[config.mk]
export PLATFORM = sky130hd
export DESIGN_NAME = mux_pair_sequencer
export DESIGN_NICKNAME = d
export VERILOG_FILES = /design/src/rtl/mux_pair_sequencer.sv
export SDC_FILE = /design/constraint.sdc
export NUM_CORES = 1
export LEC_CHECK = 0
export ABC_CLOCK_PERIOD_IN_PS = 2200
export CAP_MARGIN = 20
export CORE_MARGIN = 10
export CORE_UTILIZATION = 51
export DETAILED_ROUTE_END_ITERATION = 8
export GPL_TIMING_DRIVEN = 0
export PLACE_DENSITY = 0.77
export SLEW_MARGIN = 0
export SYNTH_ARGS = -nofsm -noshare
export SYNTH_HDL_FRONTEND = slang
export SYNTH_SLANG_ARGS = --single-unit
export TNS_END_PERCENT = 5
[constraint.sdc]
create_clock -name clk -period 2.2 [get_ports clk]
set_clock_uncertainty 0.05 [all_clocks]
set_input_delay 0.44 -clock clk [delete_from_list [all_inputs] [get_ports clk]]
set_output_delay 0.44 -clock clk [all_outputs]
set_load 0.05 [all_outputs]
[src/rtl/mux_pair_sequencer.sv]
// mux_pair_sequencer
//
// Drives four 2-bit data pairs, one at a time, onto an external 2:1 mux.
// Each pair is held for HOLD cycles, and then the mux output is captured
// into the matching bit of result. When all four pairs are done, the
// block emits a one-cycle done pulse and returns to idle.
//
// Parameters
//   HOLD         cycles each pair is driven before mux_out is sampled (1..15)
//
// Ports
//   clk          rising-edge clock
//   reset        asynchronous, active-high reset
//   start        request one 4-pair sequence (accepted when start && ready)
//   data_in      four pairs; pair k = data_in[2k+1:2k]
//   sel_pattern  per-pair select; pair k uses sel_pattern[k]
//   ready        high only while idle
//   mux_in       pair driven to the downstream mux
//   mux_sel      select driven to the downstream mux
//   mux_out      value returned by the downstream mux
//   result       result[k] = mux_out sampled for pair k
//   done         one-cycle pulse, result complete
module mux_pair_sequencer #(
  parameter int unsigned HOLD = 2
) (
  input  logic       clk,
  input  logic       reset,
  input  logic       start,
  input  logic [7:0] data_in,
  input  logic [3:0] sel_pattern,
  output logic       ready,
  output logic [1:0] mux_in,
  output logic       mux_sel,
  input  logic       mux_out,
  output logic [3:0] result,
  output logic       done
);

  typedef enum logic [1:0] {
    S_IDLE  = 2'd0,
    S_DRIVE = 2'd1,
    S_DONE  = 2'd2
  } state_t;

  localparam logic [3:0] HOLD_LAST = 4'(HOLD - 1);

  state_t     state_q, state_d;
  logic [1:0] k_q, k_d;
  logic [3:0] hold_q, hold_d;
  logic [7:0] data_q, data_d;
  logic [3:0] sel_q, sel_d;
  logic [3:0] result_q, result_d;

  logic       ready_q, ready_d;
  logic [1:0] mux_in_q, mux_in_d;
  logic       mux_sel_q, mux_sel_d;
  logic       done_q, done_d;

  always_ff @(posedge clk or posedge reset) begin
    if (reset) begin
      state_q   <= S_IDLE;
      k_q       <= '0;
      hold_q    <= '0;
      data_q    <= '0;
      sel_q     <= '0;
      result_q  <= '0;
      ready_q   <= 1'b1;
      mux_in_q  <= '0;
      mux_sel_q <= 1'b0;
      done_q    <= 1'b0;
    end else begin
      state_q   <= state_d;
      k_q       <= k_d;
      hold_q    <= hold_d;
      data_q    <= data_d;
      sel_q     <= sel_d;
      result_q  <= result_d;
      ready_q   <= ready_d;
      mux_in_q  <= mux_in_d;
      mux_sel_q <= mux_sel_d;
      done_q    <= done_d;
    end
  end

  always_comb begin
    state_d  = state_q;
    k_d      = k_q;
    hold_d   = hold_q;
    data_d   = data_q;
    sel_d    = sel_q;
    result_d = result_q;

    case (state_q)
      S_IDLE: begin
        // ready is high whenever the machine is idle, so only start matters here
        if (start) begin
          data_d   = data_in;
          sel_d    = sel_pattern;
          result_d = '0;
          k_d      = '0;
          hold_d   = '0;
          state_d  = S_DRIVE;
        end
      end
      S_DRIVE: begin
        if (hold_q == HOLD_LAST) begin
          result_d[k_q] = mux_out;
          hold_d        = '0;
          if (k_q == 2'd3) begin
            k_d     = '0;
            state_d = S_DONE;
          end else begin
            k_d = k_q + 2'd1;
          end
        end else begin
          hold_d = hold_q + 4'd1;
        end
      end
      S_DONE: begin
        state_d = S_IDLE;
      end
      default: begin
        state_d = S_IDLE;
      end
    endcase

    // Outputs are computed from the next state and then registered, so every
    // output comes straight from a flop. The values are already correct in the
    // cycle in which that state is entered.
    ready_d   = (state_d == S_IDLE);
    done_d    = (state_d == S_DONE);
    mux_in_d  = '0;
    mux_sel_d = 1'b0;
    if (state_d == S_DRIVE) begin
      mux_in_d  = data_d[{k_d, 1'b0} +: 2];
      mux_sel_d = sel_d[k_d];
    end
  end

  assign ready   = ready_q;
  assign mux_in  = mux_in_q;
  assign mux_sel = mux_sel_q;
  assign result  = result_q;
  assign done    = done_q;

endmodule

* Word-level counts from Yosys, hierarchy flattened
Cells that the tools add are included.
** Operators by class
- Add/subtract/negate cells :: 2
- Magnitude comparators :: 3
- Equal/unequal tests :: 7
- Shift operators :: 1
- Multiplexer cells :: 24
- Reductions and logical operators :: 6
** Operators with widths (count)
- $mux W4 :: 5
- $mux W8 :: 2
- $pmux W4 S2 :: 2
- $mux W2 :: 7
- $pmux W2 S2 :: 2
- $shiftx A8 B4 Y2 :: 1
- $lt A2 B3 Y1 const B :: 2
- $add A4 B1 Y4 const B :: 1
- $bwmux W4 :: 1
- $eq A2 B1 Y1 const B :: 2
- $eq A2 B2 Y1 const B :: 2
- $eq A4 B1 Y1 const B :: 1
- $logic_not A2 Y1 :: 2
- $ne A2 B2 Y1 const B :: 2
- $mux W1 :: 3
- $reduce_and A3 Y1 :: 1
- $add A2 B1 Y2 const B :: 1
- $bmux W1 S2 :: 1
- $demux W1 S2 :: 1
- $ge A2 B1 Y1 const B :: 1
- $reduce_and A2 Y1 :: 1
- $reduce_bool A2 Y1 :: 1
- $logic_and A1 B1 Y1 :: 1
** Storage, ports and cells
- Register bits :: 29
- Input port bits :: 16
- Output and inout bits :: 9
- Word-level logic and storage cells :: 53

* Depth between registers and ports, before layout
Gate-level depths: netlist of run 1.
- Depth after elaboration :: 7
- Depth in mapped cells :: 8

* Worst setup path before layout of run 1
Ideal clock, no wire load.
- Kind :: register to register
- From :: register hold_q[1]
- To :: register mux_sel_q, in the netlist mux_sel
- Library setup time :: 133 ps
- Data arrival time :: 1602 ps
- Data required time :: 2017 ps
- Setup slack :: 415 ps
- Cell stages (with the launch flop) :: 8
- Buffers on the path :: 0
- Period minus slack after synthesis :: 1785 ps
- Cells stage by stage :: dfrtp_1 > inv_1 > ha_1 > nor2b_1 > a41oi_1 > a21oi_2 > mux2i_1 > o32ai_2
** On the way
- Cells in the longest elaborated chain, start to end :: 6
- Elaborated cells between the ends (all ways) :: 9
- Classes of those cells :: 2 x eq/ne; 7 x mux
** RTL lines
- from (decl) :: line 49 : logic [3:0] hold_q, hold_d;
- from (signal assigned) :: line 74 : hold_q <= hold_d;
- $eq A4 B1 Y1 :: line 106 : if (hold_q == HOLD_LAST) begin
- $mux W2 :: line 106
- $pmux W2 S2 :: line 93 : case (state_q)
- named net k_d[0] :: line 48 : logic [1:0] k_q, k_d;
- $bmux W1 S2 :: line 136 : mux_sel_d = sel_d[k_d];
- $mux W1 (not written as such) :: line 136
- $mux W1 :: line 134 : if (state_d == S_DRIVE) begin
- named net mux_sel_d :: line 56 : logic mux_sel_q, mux_sel_d;
- to (signal assigned) :: line 80 : mux_sel_q <= mux_sel_d;
- to (decl) :: line 56
The timed path passes the listed nets, and every way through them passes these cells. The select of a mux whose other input is x is not followed.
A chain may end at the register's enable or synchronous reset.

* Worst setup path in the final report of run 1
- From :: register ready_q, in the netlist ready
- To :: output ready
** RTL lines
- from (decl) :: line 54 : logic ready_q, ready_d;
- from (signal assigned) :: line 78 : ready_q <= ready_d;
- to (decl) :: line 31 : output logic ready,
No word-level cell between the ends.

==> impl_metrics.env, run 1 <==
export IMPL_synth_top_area_share_pct=50.1
export IMPL_grt_max_degree=30
export IMPL_io_buffers=24
export IMPL_critPathMaxStageDelay_ps=790
export IMPL_min_path_type="primary input to async pin"
export IMPL_antenna_found_initial=0
export IMPL_cp_endpoint="ready"
export IMPL_die_w_um=72.4
export IMPL_coreArea_um2=2540
export IMPL_ys_seq_area_share_pct=52.0
export IMPL_num_rows=18
export IMPL_syn_to_final_growth_pct=26.9
export IMPL_p_leak_nw=0.801
export IMPL_p_comb_share_pct=54.5
export IMPL_ir_drop_v=0.000912
export IMPL_clk_latency_ps=330
export IMPL_instances_no_fill=187
export IMPL_synth_area_um2=1400
export IMPL_rrSetupSlack_ps=170
export IMPL_status="finished clean"
export IMPL_grt_remaining_overflow=0
export IMPL_cts_path_max_buffers=2
export IMPL_ioPinCount=25
export IMPL_worstMarginPinSlew_ps=514
export IMPL_cts_clk_slew_worst_paths_ps=90
export IMPL_wire_per_inst_um=14.9
export IMPL_fin_nets=178
export IMPL_dieHeight_um=72.4
export IMPL_cts_buffers=5
export IMPL_vias=1014
export IMPL_period_needed_ps=2130
export IMPL_synth_cell_types=35
export IMPL_diodes=0
export IMPL_grt_use_total_pct=11.6
export IMPL_ys_ff_latch=29
export IMPL_p_sw_w=0.00117
export IMPL_pwr_share_clk_pct=13.4
export IMPL_critical_path_startpoint_type="register"
export IMPL_drt_initial_drc_count=55
export IMPL_setup_viol=0
export IMPL_path_cells="clkdlybuf4s50_1"
export IMPL_drc_errors=0
export IMPL_ctsHoldBuffers=0
export IMPL_criticalPathCategory="register to primary output"
export IMPL_rr_endpoint="mux_sel"
export IMPL_first_pass_iters=4
export IMPL_synth_area_leaders="dfrtp_1 50%, mux2_2 8.1%, ha_1 5.4%"
export IMPL_grt_pass1_vias=1061
export IMPL_rsz0062_at_grt="false"
export IMPL_final_util_pct=69.8
export IMPL_drive_above_1_share_pct=17.2
export IMPL_p_per_area_nw_per_um2=1550
export IMPL_p_sw_share_pct=42.4
export IMPL_rr_startpoint="hold_q[1]"
export IMPL_place_inst=178
export IMPL_synth_edf_count=0
export IMPL_power_frac_seq_pct=32.1
export IMPL_die_area_um2=5240
export IMPL_max_freq_ghz=0.469
export IMPL_cts_setup_buffers=0
export IMPL_cp_num_buf_inv=1
export IMPL_slew_headroom_pct=65.6
export IMPL_cp_slowest_cell="clkdlybuf4s50_1"
export IMPL_critical_path_top_delay_family="buffers and inverters"
export IMPL_hpwl_um=2090
export IMPL_cp_end_kind="primary output"
export IMPL_syn_nets=146
export IMPL_cts_root_buf="clkbuf_4"
export IMPL_path_max_fanout=1
export IMPL_syn_inst=124
export IMPL_worstPathArrival_ps=1640
export IMPL_finalHoldViolations=0
export IMPL_finalCritPeriodShare_pct=96.9
export IMPL_start_util_pct=55.0
export IMPL_place_congestion=0.895
export IMPL_drtAntennaViolNets=0
export IMPL_path_depth=1
export IMPL_synth_ff_type="dfrtp_1"
export IMPL_async_flop_share_pct=100
export IMPL_yosys_area_top_type="dfrtp_1"
export IMPL_tritoncts="built"
export IMPL_yosys_warnings=0
export IMPL_viasPerCell=5.42
export IMPL_grt_pass1_wl_um=4840
export IMPL_cts_sinks=29
export IMPL_maxCapViolCount=0
export IMPL_ctsHtreeMaxLevel=2
export IMPL_cts_resized_gates=0
export IMPL_slew_viol_final=0
export IMPL_synth_area_per_cell_um2=11.3
export IMPL_drt_total_wl_um=2780
export IMPL_reg2reg_depth=7
export IMPL_intPower_w=0.00159
export IMPL_crit_start="ready"
export IMPL_worstPathRequired_ps=1710
[cells by family after synthesis]
group / share of synthesized area (%)
and+or+nand+nor: 12.1
AOI/OAI and AO/OA: 13.9
DFF: 52.0
muxes: 12.3
buffers and inverters: 4.38
adders and majority gates: 5.37
[synthesized netlist by cell type, types with 2 or more instances]
library cell and number:
mux2i_1 6, nand3_1 4, nand2_1 10, and2_1 3, ha_1 6, o21ai_0 6
a21oi_1 7, o21bai_1 2, nand2b_1 2, inv_1 9, nor2_1 6, dfrtp_1 28
mux2_2 10, o22ai_1 4
[cell usage in the layout, fill, tap and decap left out, drive strengths merged]
cell / count
dfrtp: 28
clkdlybuf4s50: 24
mux2: 10
nand2: 10
inv: 9
a21oi: 8
clkbuf: 8
nor2: 6
mux2i: 6
o21ai: 6
ha: 6
o22ai: 4
nand3: 4
buf: 4
and2: 3
nand2b: 2
o21bai: 2
nor2b: 1
and3: 1
nor3b: 1
nand4bb: 1
a41oi: 1
and4: 1
or2: 1
a211oi: 1
a21boi: 1
a211o: 1
o32ai: 1
a311o: 1
a21o: 1
a31oi: 1
o31ai: 1
clkinv: 1
dfstp: 1
[final cells by class]
cell class / count / area (um^2)
clock inverters: 1 / 5.00
plain buffers: 4 / 28.8
clock buffers: 7 / 65.1
flip-flops and latches: 29 / 727
multi-input cells: 82 / 611
inverters: 9 / 33.8
repair buffers: 25 / 268
well taps: 30 / 37.5
fillers: 198 / 769
[registers in the layout (all words and copies together) (netlist names)]
| signal | flops |
|---|---|
| hold_q | 4 |
| sel_q | 4 |
| mux_in | 2 |
| state_q | 2 |
| ready | 1 |
| done | 1 |
| result | 4 |
| mux_sel | 1 |
| data_q | 8 |
| k_q | 2 |
[per-layer routing]
layer  vias to the layer above  global-route usage, %  part of all wire, %
li1                        498                      -                    -
met2                        29                   17.9                   46
met4                         0                   5.70                  2.4
met1                       478                   13.0                   45
met3                         9                   5.71                  7.4
met5                         -                      0                    0
[worst min-delay path by stage]
stage | endpoint | slack (ps) | depth (start not counted)
after floorplan | hold_q[3] | 410 | 1
after global placement | data_q[2] | 430 | 1
after detailed placement | sel_q[0] | 440 | 1
after CTS | sel_q[0] | 460 | 1
after global routing | result[1] | 320 | 2
final | result[1] | 310 | 2
[through the flow]
step	worst slack, ps	hold slack, ps	area [um^2]	TNS, ps	total power, W
after floorplan	415	411	1400	0	0.00201
after global placement	-191	429	1680	-464	0.00234
after detailed placement	-193	435	1680	-527	0.00239
after CTS	44.3	456	1750	0	0.00277
after global routing	15.0	322	1780	0	0.00297
final	68.4	315	1780	0	0.00275
[power groups by stage]
| stage | Combinational, W | Sequential, W | Clock, W |
|---|---|---|---|
| after global placement | 0.00146 | 0.000882 | 0 |
| after floorplan | 0.000920 | 0.00109 | 0 |
| after CTS | 0.00150 | 0.000888 | 0.000380 |
| after detailed placement | 0.00149 | 0.000896 | 0 |
| final | 0.00150 | 0.000884 | 0.000369 |
| after global routing | 0.00165 | 0.000919 | 0.000402 |
Note: power is estimated with default switching activity, not from simulation.
==> run 2, diff against run 1 <==
--- a/config.mk
+++ b/config.mk
@@ -9,10 +9,10 @@
 export CAP_MARGIN = 20
 export CORE_MARGIN = 10
 export CORE_UTILIZATION = 51
+export CTS_CLUSTER_SIZE = 40
 export DETAILED_ROUTE_END_ITERATION = 8
 export GPL_TIMING_DRIVEN = 0
 export PLACE_DENSITY = 0.77
-export SLEW_MARGIN = 0
 export SYNTH_ARGS = -nofsm -noshare
 export SYNTH_HDL_FRONTEND = slang
 export SYNTH_SLANG_ARGS = --single-unit
==> results of run 2 <==
Final layout, timing and power as in run 1 (identical DEF).
